`config.mk`:
```
export PLATFORM = sky130hd
export DESIGN_NAME = myrisc16_mem_arb
export DESIGN_NICKNAME = d
export VERILOG_FILES = /design/src/rtl/myrisc16_pkg.sv /design/src/rtl/myrisc16_starve_cnt.sv /design/src/rtl/myrisc16_mem_arb.sv
export SDC_FILE = /design/constraint.sdc
export NUM_CORES = 1
export LEC_CHECK = 0
export ABC_AREA = 0
export ABC_CLOCK_PERIOD_IN_PS = 2870
export CAP_MARGIN = 20
export CORE_AREA = 3 3 68 70
export DETAILED_ROUTE_END_ITERATION = 7
export DIE_AREA = 0 0 71 73
export DONT_BUFFER_PORTS = 1
export PLACE_DENSITY = 0.54
export SLEW_MARGIN = 30
export SYNTH_ARGS = -nofsm -noshare
export SYNTH_HDL_FRONTEND = slang
export SYNTH_HIERARCHICAL = 1
export SYNTH_SLANG_ARGS = --single-unit
```
`constraint.sdc`:
```
create_clock -name clk -period 2.87 [get_ports clk]
set_clock_uncertainty 0.1 [all_clocks]
set_input_delay 0.574 -clock clk [delete_from_list [all_inputs] [get_ports clk]]
set_output_delay 0.574 -clock clk [all_outputs]
set_load 0.01 [all_outputs]
```
`src/rtl/myrisc16_pkg.sv`:
```
// myrisc16_pkg: shared constants and types for the myrisc16 memory arbiter.
`default_nettype none

package myrisc16_pkg;

  localparam int REQ_LDR    = 0;
  localparam int REQ_DMEM   = 1;
  localparam int REQ_IMEM   = 2;
  localparam int NUM_REQ    = 3;

  localparam int ADDR_W_DEF = 16;
  localparam int DATA_W_DEF = 16;

  typedef enum logic {
    RUN  = 1'b0,
    LOCK = 1'b1
  } arb_state_t;

endpackage

`default_nettype wire

```
`src/rtl/myrisc16_starve_cnt.sv`:
```
// myrisc16_starve_cnt: saturating counter, clear has priority, hit when count == limit.
`default_nettype none

module myrisc16_starve_cnt #(
  parameter int W = 4
) (
  input  logic         clk,
  input  logic         rstn,
  input  logic         inc,
  input  logic         clr,
  input  logic [W-1:0] limit,
  output logic         hit
);

  logic [W-1:0] count;

  always_ff @(posedge clk) begin
    if (!rstn || clr) begin
      count <= '0;
    end else if (inc && (count != limit)) begin
      count <= count + 1'b1;
    end
  end

  assign hit = (count == limit);

endmodule

`default_nettype wire

```
`src/rtl/myrisc16_mem_arb.sv`:
```
// myrisc16_mem_arb: 3-way single-port memory arbiter (loader > dmem > imem) with loader lock.
// Optional fetch anti-starvation promotion is built when MYRISC16_ARB_STARVE_EN is defined.
`default_nettype none

module myrisc16_mem_arb
  import myrisc16_pkg::*;
#(
  parameter int ADDR_W       = ADDR_W_DEF,
  parameter int DATA_W       = DATA_W_DEF,
  parameter int STARVE_LIMIT = 4
) (
  input  logic                  clk,
  input  logic                  rstn,
  input  logic [2:0]            req,
  input  logic [2:0]            we,
  input  logic [3*ADDR_W-1:0]   addr,
  input  logic [3*DATA_W-1:0]   wdata,
  input  logic                  lock_req,
  output logic [2:0]            gnt,
  output logic [2:0]            rvalid,
  output logic [DATA_W-1:0]     rdata,
  output logic                  cpu_stall,
  output logic                  mem_en,
  output logic                  mem_we,
  output logic [ADDR_W-1:0]     mem_addr,
  output logic [DATA_W-1:0]     mem_wdata,
  input  logic [DATA_W-1:0]     mem_rdata
);

  arb_state_t state;
  logic       stall_q;
  logic [2:0] rvalid_q;
  logic [2:0] arb_gnt;
  logic       promote;

`ifdef MYRISC16_ARB_STARVE_EN
  logic cnt_inc;
  logic cnt_clr;
  logic starve_hit;

  assign cnt_inc = (state == RUN) && req[REQ_IMEM] && !gnt[REQ_IMEM];
  assign cnt_clr = (state == LOCK) || gnt[REQ_IMEM] || !req[REQ_IMEM];

  myrisc16_starve_cnt #(
    .W(4)
  ) u_starve_cnt (
    .clk   (clk),
    .rstn  (rstn),
    .inc   (cnt_inc),
    .clr   (cnt_clr),
    .limit (4'(STARVE_LIMIT)),
    .hit   (starve_hit)
  );

  assign promote = starve_hit;
`else
  assign promote = 1'b0;
`endif

  always_comb begin
    arb_gnt = '0;
    if (state == LOCK) begin
      arb_gnt[REQ_LDR] = req[REQ_LDR];
    end else if (req[REQ_LDR]) begin
      arb_gnt[REQ_LDR] = 1'b1;
    end else if (promote && req[REQ_IMEM]) begin
      arb_gnt[REQ_IMEM] = 1'b1;
    end else if (req[REQ_DMEM]) begin
      arb_gnt[REQ_DMEM] = 1'b1;
    end else if (req[REQ_IMEM]) begin
      arb_gnt[REQ_IMEM] = 1'b1;
    end
  end

  // Outputs are forced quiet while reset is held, including an rvalid already in flight.
  assign gnt       = rstn ? arb_gnt : 3'b000;
  assign rvalid    = rvalid_q & {3{rstn}};
  assign cpu_stall = stall_q & rstn;
  assign rdata     = mem_rdata;
  assign mem_en    = |gnt;

  always_comb begin
    mem_we    = 1'b0;
    mem_addr  = '0;
    mem_wdata = '0;
    for (int i = 0; i < NUM_REQ; i++) begin
      if (gnt[i]) begin
        mem_we    = we[i];
        mem_addr  = addr[i*ADDR_W +: ADDR_W];
        mem_wdata = wdata[i*DATA_W +: DATA_W];
      end
    end
  end

  always_ff @(posedge clk) begin
    if (!rstn) begin
      state    <= RUN;
      stall_q  <= 1'b0;
      rvalid_q <= 3'b000;
    end else begin
      rvalid_q <= gnt & ~we;
      case (state)
        RUN: begin
          if (lock_req && gnt[REQ_LDR]) begin
            state   <= LOCK;
            stall_q <= 1'b1;
          end
        end
        LOCK: begin
          if (!lock_req) begin
            state   <= RUN;
            stall_q <= 1'b0;
          end
        end
        default: begin
          state   <= RUN;
          stall_q <= 1'b0;
        end
      endcase
    end
  end

endmodule

`default_nettype wire

```
---- Yosys cells after proc, flatten, opt, wreduce, memory -nomap -nowiden ----
Cells that the tools add are included.
word-level totals
  output and inout port bits .............. 57
  word-level logic and storage cells ...... 36
  register bits after elaboration ......... 5
  bits of input ports ..................... 121
cells by class
  equality and inequality tests ........... 2
  muxes and demuxes ....................... 23
  reduce and logical (&&, ||, !) cells .... 3
  bitwise logic cells ..................... 5
operators with widths
  kind                                          count
  16-bit 2-to-1 mux                             6
  1-bit 2-to-1 mux                              12
  3-bit bitwise AND                             2
  2-bit 2-to-1 mux                              2
  2-bit inequality test, second input constant  2
  1-bit case mux with 2 select lines            2
  3-bit 2-to-1 mux                              1
  3-bit NOT                                     1
  3-bit OR reduction                            1
  2-bit AND reduction                           1
  1-bit bitwise AND                             1
  1-bit logical AND                             1
  1-bit NOT                                     1

---- Logic depth before layout (Yosys ltp) ----
Gate-level depths: netlist of the first run.
  depth after elaboration ................. 8
  depth in mapped cells ................... 7
  mapped depth without buffers ............ 3

---- Least setup slack after synthesis of the first run ----
OpenSTA, ideal clock, no wires.
  kind .................................... input to output
  start point ............................. input port req[0]
  end point ............................... output port mem_addr[0]
  stages .................................. 6
  path buffers ............................ 3
  setup slack ............................. 399 ps
  data arrival time ....................... 1797 ps
  path through ............................ or3b_1 buf_6 or2_1 buf_6 buf_6 o22a_1
between the ends
  cells in the longest elaborated chain, start to end .. 6
ends and longest elaborated chain
  what                            RTL line                source
  start: declaration              myrisc16_mem_arb.sv:14  input logic [2:0] req,
  1-bit 2-to-1 mux                myrisc16_mem_arb.sv:64  end else if (req[REQ_LDR]) begin
  1-bit 2-to-1 mux                myrisc16_mem_arb.sv:62  if (state == LOCK) begin
  3-bit 2-to-1 mux *              myrisc16_mem_arb.sv:76  assign gnt = rstn ? arb_gnt : 3'b000;
  16-bit 2-to-1 mux (2 in a row)  myrisc16_mem_arb.sv:87  if (gnt[i]) begin
  16-bit 2-to-1 mux *             myrisc16_mem_arb.sv:87
  end: declaration                myrisc16_mem_arb.sv:25  output logic [ADDR_W-1:0] mem_addr,
Mark *: on every way between the ends. The rest lies on a longest branch, timed or not.

---- Worst setup path in the final report of the first run ----
  start point ............................. input port req[0]
  end point ............................... output port mem_addr[7]
Same word-level chain as after synthesis.

==> results of run 1 <==
## registers in the layout (all words and copies together) (netlist names)
register	cells
rvalid_q	3
stall_q	1
state	1
## per-stage QoR
stage	power (mW)	setup slack (ns)
CTS	0.332	0.456
global placement	0.196	0.485
detailed placement	0.197	0.460
floorplan	0.221	0.399
global route	0.350	0.398
finish	0.327	0.466
## layer usage
metal	share of wire	wire, um
met1	0.38	1550
met2	0.53	2140
met3	0.082	333
met4	0.0084	34
met5	0	0
## layout make-up
type / count / area, sq um / share of cell area
multi-input combinational: 150 / 887 / 0.778
sequential: 5 / 100 / 0.0878
tap: 50 / 62.6 / 0.0549
timing repair buffer: 4 / 30.0 / 0.0263
inverter: 4 / 15.0 / 0.0132
clock buffer: 4 / 45.0 / 0.0395
## cells in the final DEF, fill, tap and decap left out, types with 3 or more instances in the layout
cell type / Yosys / routed
and2_1: 4 / 4
buf_4: 16 / 4
a21oi_1: 33 / 33
o22a_1: 33 / 33
and3_1: 33 / 33
dfxtp_1: 5 / 5
inv_1: 4 / 4
nand2_1: 34 / 34
nor2_1: 4 / 4
clkbuf_8: 0 / 3
## final timing paths
kind	start	endpoint
worst max register to register	state	rvalid_q[2]
worst min register to register	stall_q	stall_q
worst max-delay path	req[0]	mem_addr[7]
worst min-delay path	we[0]	rvalid_q[0]
## kinds of logic (layout without fill, tap and decap cells)
family / Yosys count / after routing / share of synthesized area
buffers and inverters: 43 / 12 / 0.208
AOI/OAI and AO/OA: 70 / 70 / 0.387
and+or+nand+nor: 80 / 80 / 0.325
DFF: 5 / 5 / 0.0803
## power by group through the flow
stage	clock network (mW)	logic, mW	registers (mW)
2_1_floorplan	0	0.147	0.0744
3_3_place_gp	0	0.121	0.0748
3_5_place_dp	0	0.122	0.0747
4_1_cts	0.135	0.123	0.0736
5_1_grt	0.142	0.134	0.0741
6_report	0.132	0.121	0.0736
==> impl_results.rst, run 1 <==
.. list-table::
   :header-rows: 1

   * - Metric
     - Value
   * - N_diodes
     - 0
   * - Number of buffers and inverters on the critical path
     - 1
   * - Final HPWL DP
     - just under 3 mm
   * - Leading cell type by number of instances after synthesis
     - nand2_1
   * - Top post-synthesis cells by area
     - o22a_1 (23%), and3_1 (17%), a21oi_1 (13%), nand2_1 (10%), buf_4 (9.6%)
   * - Total global-route track usage
     - 0.142
   * - Number of cells upsized or downsized after cts
     - 0
   * - Total of hold buffers inserted after clock tree synthesis
     - 0
   * - Max Fclk
     - 0.416 GHz
   * - Number of pins with negative max-slew slack in the final report
     - 0
   * - Cell area after synthesis
     - around 1200 sq um
   * - Final setup viols
     - 0
   * - Largest area contributor in the synthesized netlist
     - o22a_1
   * - First-pass GRT wire length
     - 6.10 mm
   * - Share of layout cells above drive strength 1
     - 0.0419
   * - MaxCap Viol Count
     - 0
   * - Remaining routing DRC violations
     - 0
   * - Final hold viol count
     - 0
   * - Clock latency on the worst-skew pair
     - around 0.22 ns
   * - Leading cell types by count after synthesis
     - nand2_1 (34), a21oi_1 (33), and3_1 (33), o22a_1 (33), clkbuf_1 (18)
   * - Slew HR
     - 0.746
   * - Buffer levels on the longest clock path
     - 2
   * - Worst Hold Depth
     - 1
   * - Number of non-filler instances in the completed layout
     - between 200 and 250
   * - Hold Crit Class
     - input pin to flop
   * - H-tree depth reported by CTS
     - 1
   * - Area inside the core boundary
     - about 4000 sq um
   * - Static leakage
     - between 0.5 and 0.6 nW
   * - Clock tree sinks
     - 5
   * - Async set-reset flop share out of synthesis
     - 0
   * - CTS clk-pin slew, worst paths
     - around 0.040 ns
   * - GR Layer Usage met3
     - 0.0275
   * - Die ar.
     - ~5200 sq um
   * - Worst hold-check slack
     - approximately 0.32 ns
   * - Fin crit share
     - 0.838
   * - Internal power of the cells
     - between 0.2 and 0.25 mW
   * - Number of cells traversed by the worst register-to-register path
     - 4
   * - Number of enable-type register cells in the synthesized netlist
     - 0
   * - Power per standard cell area
     - 286 nW/um^2
   * - Top fanout value on the critical path
     - 37
   * - Met2 capacity usage during global routing
     - 0.289
   * - Number of global-route vias before repair
     - 1326
   * - Most heavily used metal layer in global routing
     - met2
   * - Syn nets
     - ~320
   * - Worst supply voltage drop on vdd
     - around 0.00013 V
   * - # rows
     - 23
   * - Number of I/O pins
     - between 150 and 200
   * - Clock root buffer
     - clkbuf_8
   * - Post-CTS repair timing setup buffer count
     - 0
   * - Count of synthesis-stage warnings from yosys
     - 6
   * - Number of design-rule violations left by the first detailed-router iteration
     - 36
   * - Comb power frac
     - 0.369
   * - Startpoint-to-endpoint class of the critical path
     - input pin to output port
   * - Die Height
     - 73 um
   * - Layout Area Growth over Synthesis
     - -8.53%
   * - Filler cell count in the final layout
     - around 460
   * - Antenna violations before repair
     - 0
   * - Required @ worst endpoint
     - approximately 2.2 ns
   * - Cell-by-cell trace of the critical path
     - or3b_1, or2_1, buf_4, o22a_1
   * - Cell area after layout
     - roughly 1100 sq um
   * - Critical Path Max Stage Delay
     - 0.39 ns
   * - Distinct cells, synth
     - 19
   * - Accumulated negative setup slack
     - 0 ns
   * - Number of cells in the design after placement
     - approximately 210
   * - Measured slew at the worst slew-check pin
     - around 0.38 ns
   * - Flops & latches, synth
     - 5
   * - Clock network fraction of design power
     - 0.405
   * - Final layout net count
     - 289
   * - Largest net degree at the start of global routing
     - between 40 and 50
   * - Starting Density
     - 0.309
   * - Switching part of the total power
     - 0.330
   * - Global route overflow
     - 0
   * - Post-DRT Antenna Nets
     - 0
   * - GP Congestion
     - between 0.6 and 0.7
   * - CTS tree
     - built
   * - Logic depth of the worst path, buffers included
     - 4
   * - Num CTS Buffers
     - 3
   * - Via count of the routed design
     - between 1k and 1.5k
   * - Syn Inst Count
     - 198
   * - Number of detailed-route iterations in the first pass
     - 4
   * - Utilization after layout
     - 0.283
   * - Endpoint type of the worst setup path
     - output port
   * - Top cell family by delay on the critical path
     - simple AND/OR/NAND/NOR gates
   * - Share of the synthesized area in the top cell type
     - 0.232
   * - RSZ-0062 raised after global routing
     - false
   * - Cell type of the slowest stage on the worst timing path
     - or3b_1
   * - Main flop type after synthesis
     - dfxtp_1
   * - Min Tclk post-route
     - approximately 2.4 ns
   * - Sequential cell area fraction in the yosys report
     - 0.0803
   * - Final routed wire length divided by cell count
     - ~19 um
   * - Startpoint type of the worst setup path
     - input pin
   * - Die Width
     - 71 um
   * - Arrival time reported for the critical path endpoint
     - about 1.7 ns
   * - Met1 usage
     - 0.153
   * - Status
     - complete, no violations
   * - Total detailed-routing wirelength
     - 4.05 mm
   * - Standard cell area after detailed placement
     - roughly 1100 sq um
   * - Setup slack on the worst flop-to-flop path
     - between 1 and 1.5 ns
   * - Count of port buffers added during placement
     - 0
   * - Post-synthesis area per instance
     - 6.29 sq um
   * - Fraction of power consumed by sequential logic
     - 0.225
   * - Switch Pwr
     - 0.108 mW
   * - Average vias per placed instance
     - about 6
(Power assumes the default switching activity.)
==> run 2, diff against run 1 <==
- ABC_CLOCK_PERIOD_IN_PS: 2870 -> 2400
- clock period: 2.87 -> 2.4 ns (I/O delays scaled with it)
==> impl_results.rst, run 2 (synthesized netlist as in run 1, its figures left out) <==
.. list-table::
   :header-rows: 1

   * - Metric
     - Value
   * - Total detailed-routing wirelength
     - 4.02 mm (-0.89%)
   * - Clock root buffer
     - clkbuf_8
   * - Post-DRT Antenna Nets
     - 0 (unchanged)
   * - Max Fclk
     - ~0.46 GHz
   * - Worst supply voltage drop on vdd
     - 0.000130 V (-2.2%)
   * - Total of hold buffers inserted after clock tree synthesis
     - 0 (unchanged)
   * - Static leakage
     - 0.560 nW (+2.1%)
   * - Share of layout cells above drive strength 1
     - 0.0476 (+0.00570)
   * - Die Width
     - 71 um (unchanged)
   * - Max reg flops
     - 3 (unchanged)
   * - Final HPWL DP
     - 2.94 mm (about the same)
   * - Die Height
     - 73 um (unchanged)
   * - Clock tree sinks
     - 5 (unchanged)
   * - Registers with the most flip-flops
     - rvalid_q x3, stall_q x1, state x1
   * - Largest reg by FF count
     - rvalid_q
   * - Die ar.
     - 5180 sq um (unchanged)
   * - Arrival time reported for the critical path endpoint
     - 1.61 ns (-0.12 ns)
   * - Startpoint type of the worst setup path
     - flop
   * - Remaining routing DRC violations
     - 0 (unchanged)
   * - Count of port buffers added during placement
     - 0 (unchanged)
   * - Hold Crit Class
     - input pin to flop
   * - Standard cell area after detailed placement
     - 1110 sq um (+1.8%)
   * - CTS tree
     - built
   * - Area occupied by multi-input gates
     - 887 sq um (unchanged)
   * - Hold Startpoint
     - we[2]
   * - Accumulated negative setup slack
     - 0 ns (unchanged)
   * - Final hold viol count
     - 0 (unchanged)
   * - N_diodes
     - 0 (unchanged)
   * - Clock latency on the worst-skew pair
     - 0.22 ns (about the same)
   * - GP Congestion
     - 0.672 (about the same)
   * - Fin crit share
     - 0.911
   * - CTS clk-pin slew, worst paths
     - 0.04 ns (about the same)
   * - Area used by sequential logic in the layout
     - 100 sq um (unchanged)
   * - Largest net degree at the start of global routing
     - 42 (unchanged)
   * - Number of I/O pins
     - 178 (unchanged)
   * - Required @ worst endpoint
     - 1.82 ns (-0.38 ns)
   * - Total global-route track usage
     - 0.137 (-0.00515)
   * - Setup slack on the worst flop-to-flop path
     - 1.01 ns (-0.39 ns)
   * - Number of global-route vias before repair
     - 1293 (-2.5%)
   * - Launch point of the worst reg-to-reg path
     - state
   * - Startpoint-to-endpoint class of the critical path
     - flop to output port
   * - Number of cells in the design after placement
     - 214 (+0.47%)
   * - Power per standard cell area
     - 339 nW/um^2 (+18%)
   * - H-tree depth reported by CTS
     - 1 (unchanged)
   * - Final routed wire length divided by cell count
     - 18.4 um (-1.3%)
   * - Leading cell types in the layout, fill and taps excluded
     - nand2_1 (34), and3_1 (33), a21oi_1 (33), o22a_1 (33), dfxtp_1 (5)
   * - Starting Density
     - 0.309 (unchanged)
   * - Layout Area Growth over Synthesis
     - -6.93%
   * - Slew HR
     - 0.753 (+0.00705)
   * - Min Tclk post-route
     - between 2 and 2.5 ns
   * - Number of design-rule violations left by the first detailed-router iteration
     - 67 (+86%)
   * - Final layout net count
     - 290 (+0.35%)
   * - Average vias per placed instance
     - 6.13 (+0.67%)
   * - Number of cells upsized or downsized after cts
     - 0 (unchanged)
   * - Final setup viols
     - 0 (unchanged)
   * - Number of pins with negative max-slew slack in the final report
     - 0 (unchanged)
   * - Global route overflow
     - 0 (unchanged)
   * - Timing startpoint of the critical path
     - state
   * - Via count of the routed design
     - 1337 (+1.1%)
   * - Post-CTS repair timing setup buffer count
     - 0 (unchanged)
   * - # rows
     - 23 (unchanged)
   * - Top fanout value on the critical path
     - 35 (-5.4%)
   * - MaxCap Viol Count
     - 0 (unchanged)
   * - RSZ-0062 raised after global routing
     - false
   * - Buffer levels on the longest clock path
     - 2 (unchanged)
   * - First-pass GRT wire length
     - 5.85 mm (-4.1%)
   * - Filler cell count in the final layout
     - 458 (-1.3%)
   * - Measured slew at the worst slew-check pin
     - 0.370 ns (-0.00659 ns)
   * - Status
     - complete, no violations
   * - Cell area after layout
     - 1160 sq um (+1.8%)
   * - Number of detailed-route iterations in the first pass
     - 4 (unchanged)
   * - Most common library cell in the layout ignoring fill and taps
     - nand2_1
   * - Endpoint type of the worst setup path
     - output port
   * - Antenna violations before repair
     - 0 (unchanged)
   * - Num CTS Buffers
     - 3 (unchanged)
   * - Number of non-filler instances in the completed layout
     - 218 (+0.46%)
   * - Area inside the core boundary
     - 4030 sq um (unchanged)
run 2: power by group:
| group | switching [mW] | internal, mW |
|---|---|---|
| registers | 0.00125 | 0.0869 |
| logic | 0.0850 | 0.0631 |
| clock network | 0.0431 | 0.114 |
run 2: path summary, 6_finish.rpt:
kind         cells after the start      endpoint
max                              4  mem_wdata[7]
min                              1   rvalid_q[2]
max reg2reg                      4   rvalid_q[2]
min reg2reg                      2       stall_q
run 2: layout make-up:
cell class                 instances  area share
multi-input combinational        150       0.765
sequential                         5      0.0863
tap                               50      0.0539
timing repair buffer               5      0.0432
clock buffer                       4      0.0388
inverter                           4      0.0129
run 2: routing by layer:
metal  vias to the layer above  global-route usage  wire, um
li1                        636                   -         -
met1                       606               0.152      1510
met2                        83               0.266      2150
met3                        12              0.0179       308
met4                         0              0.0480        48
met5                         -                   0         0
run 2: metrics by stage:
step / util / hold slack, ns / setup slack (ns) / total power [mW]
floorplan: - / 0.352 / 0.117 / 0.265
global placement: 0.277 / 0.365 / 0.267 / 0.237
detailed placement: 0.277 / 0.392 / 0.250 / 0.238
CTS: 0.288 / 0.224 / 0.207 / 0.398
global route: 0.288 / 0.227 / 0.164 / 0.419
finish: 0.288 / 0.229 / 0.213 / 0.394
run 2: critical path, stage by stage (launching register included):
cell and delay [ns]:
dfxtp_1 0.31, or3b_1 0.37, or2_1 0.27, buf_12 0.18, o22a_1 0.25
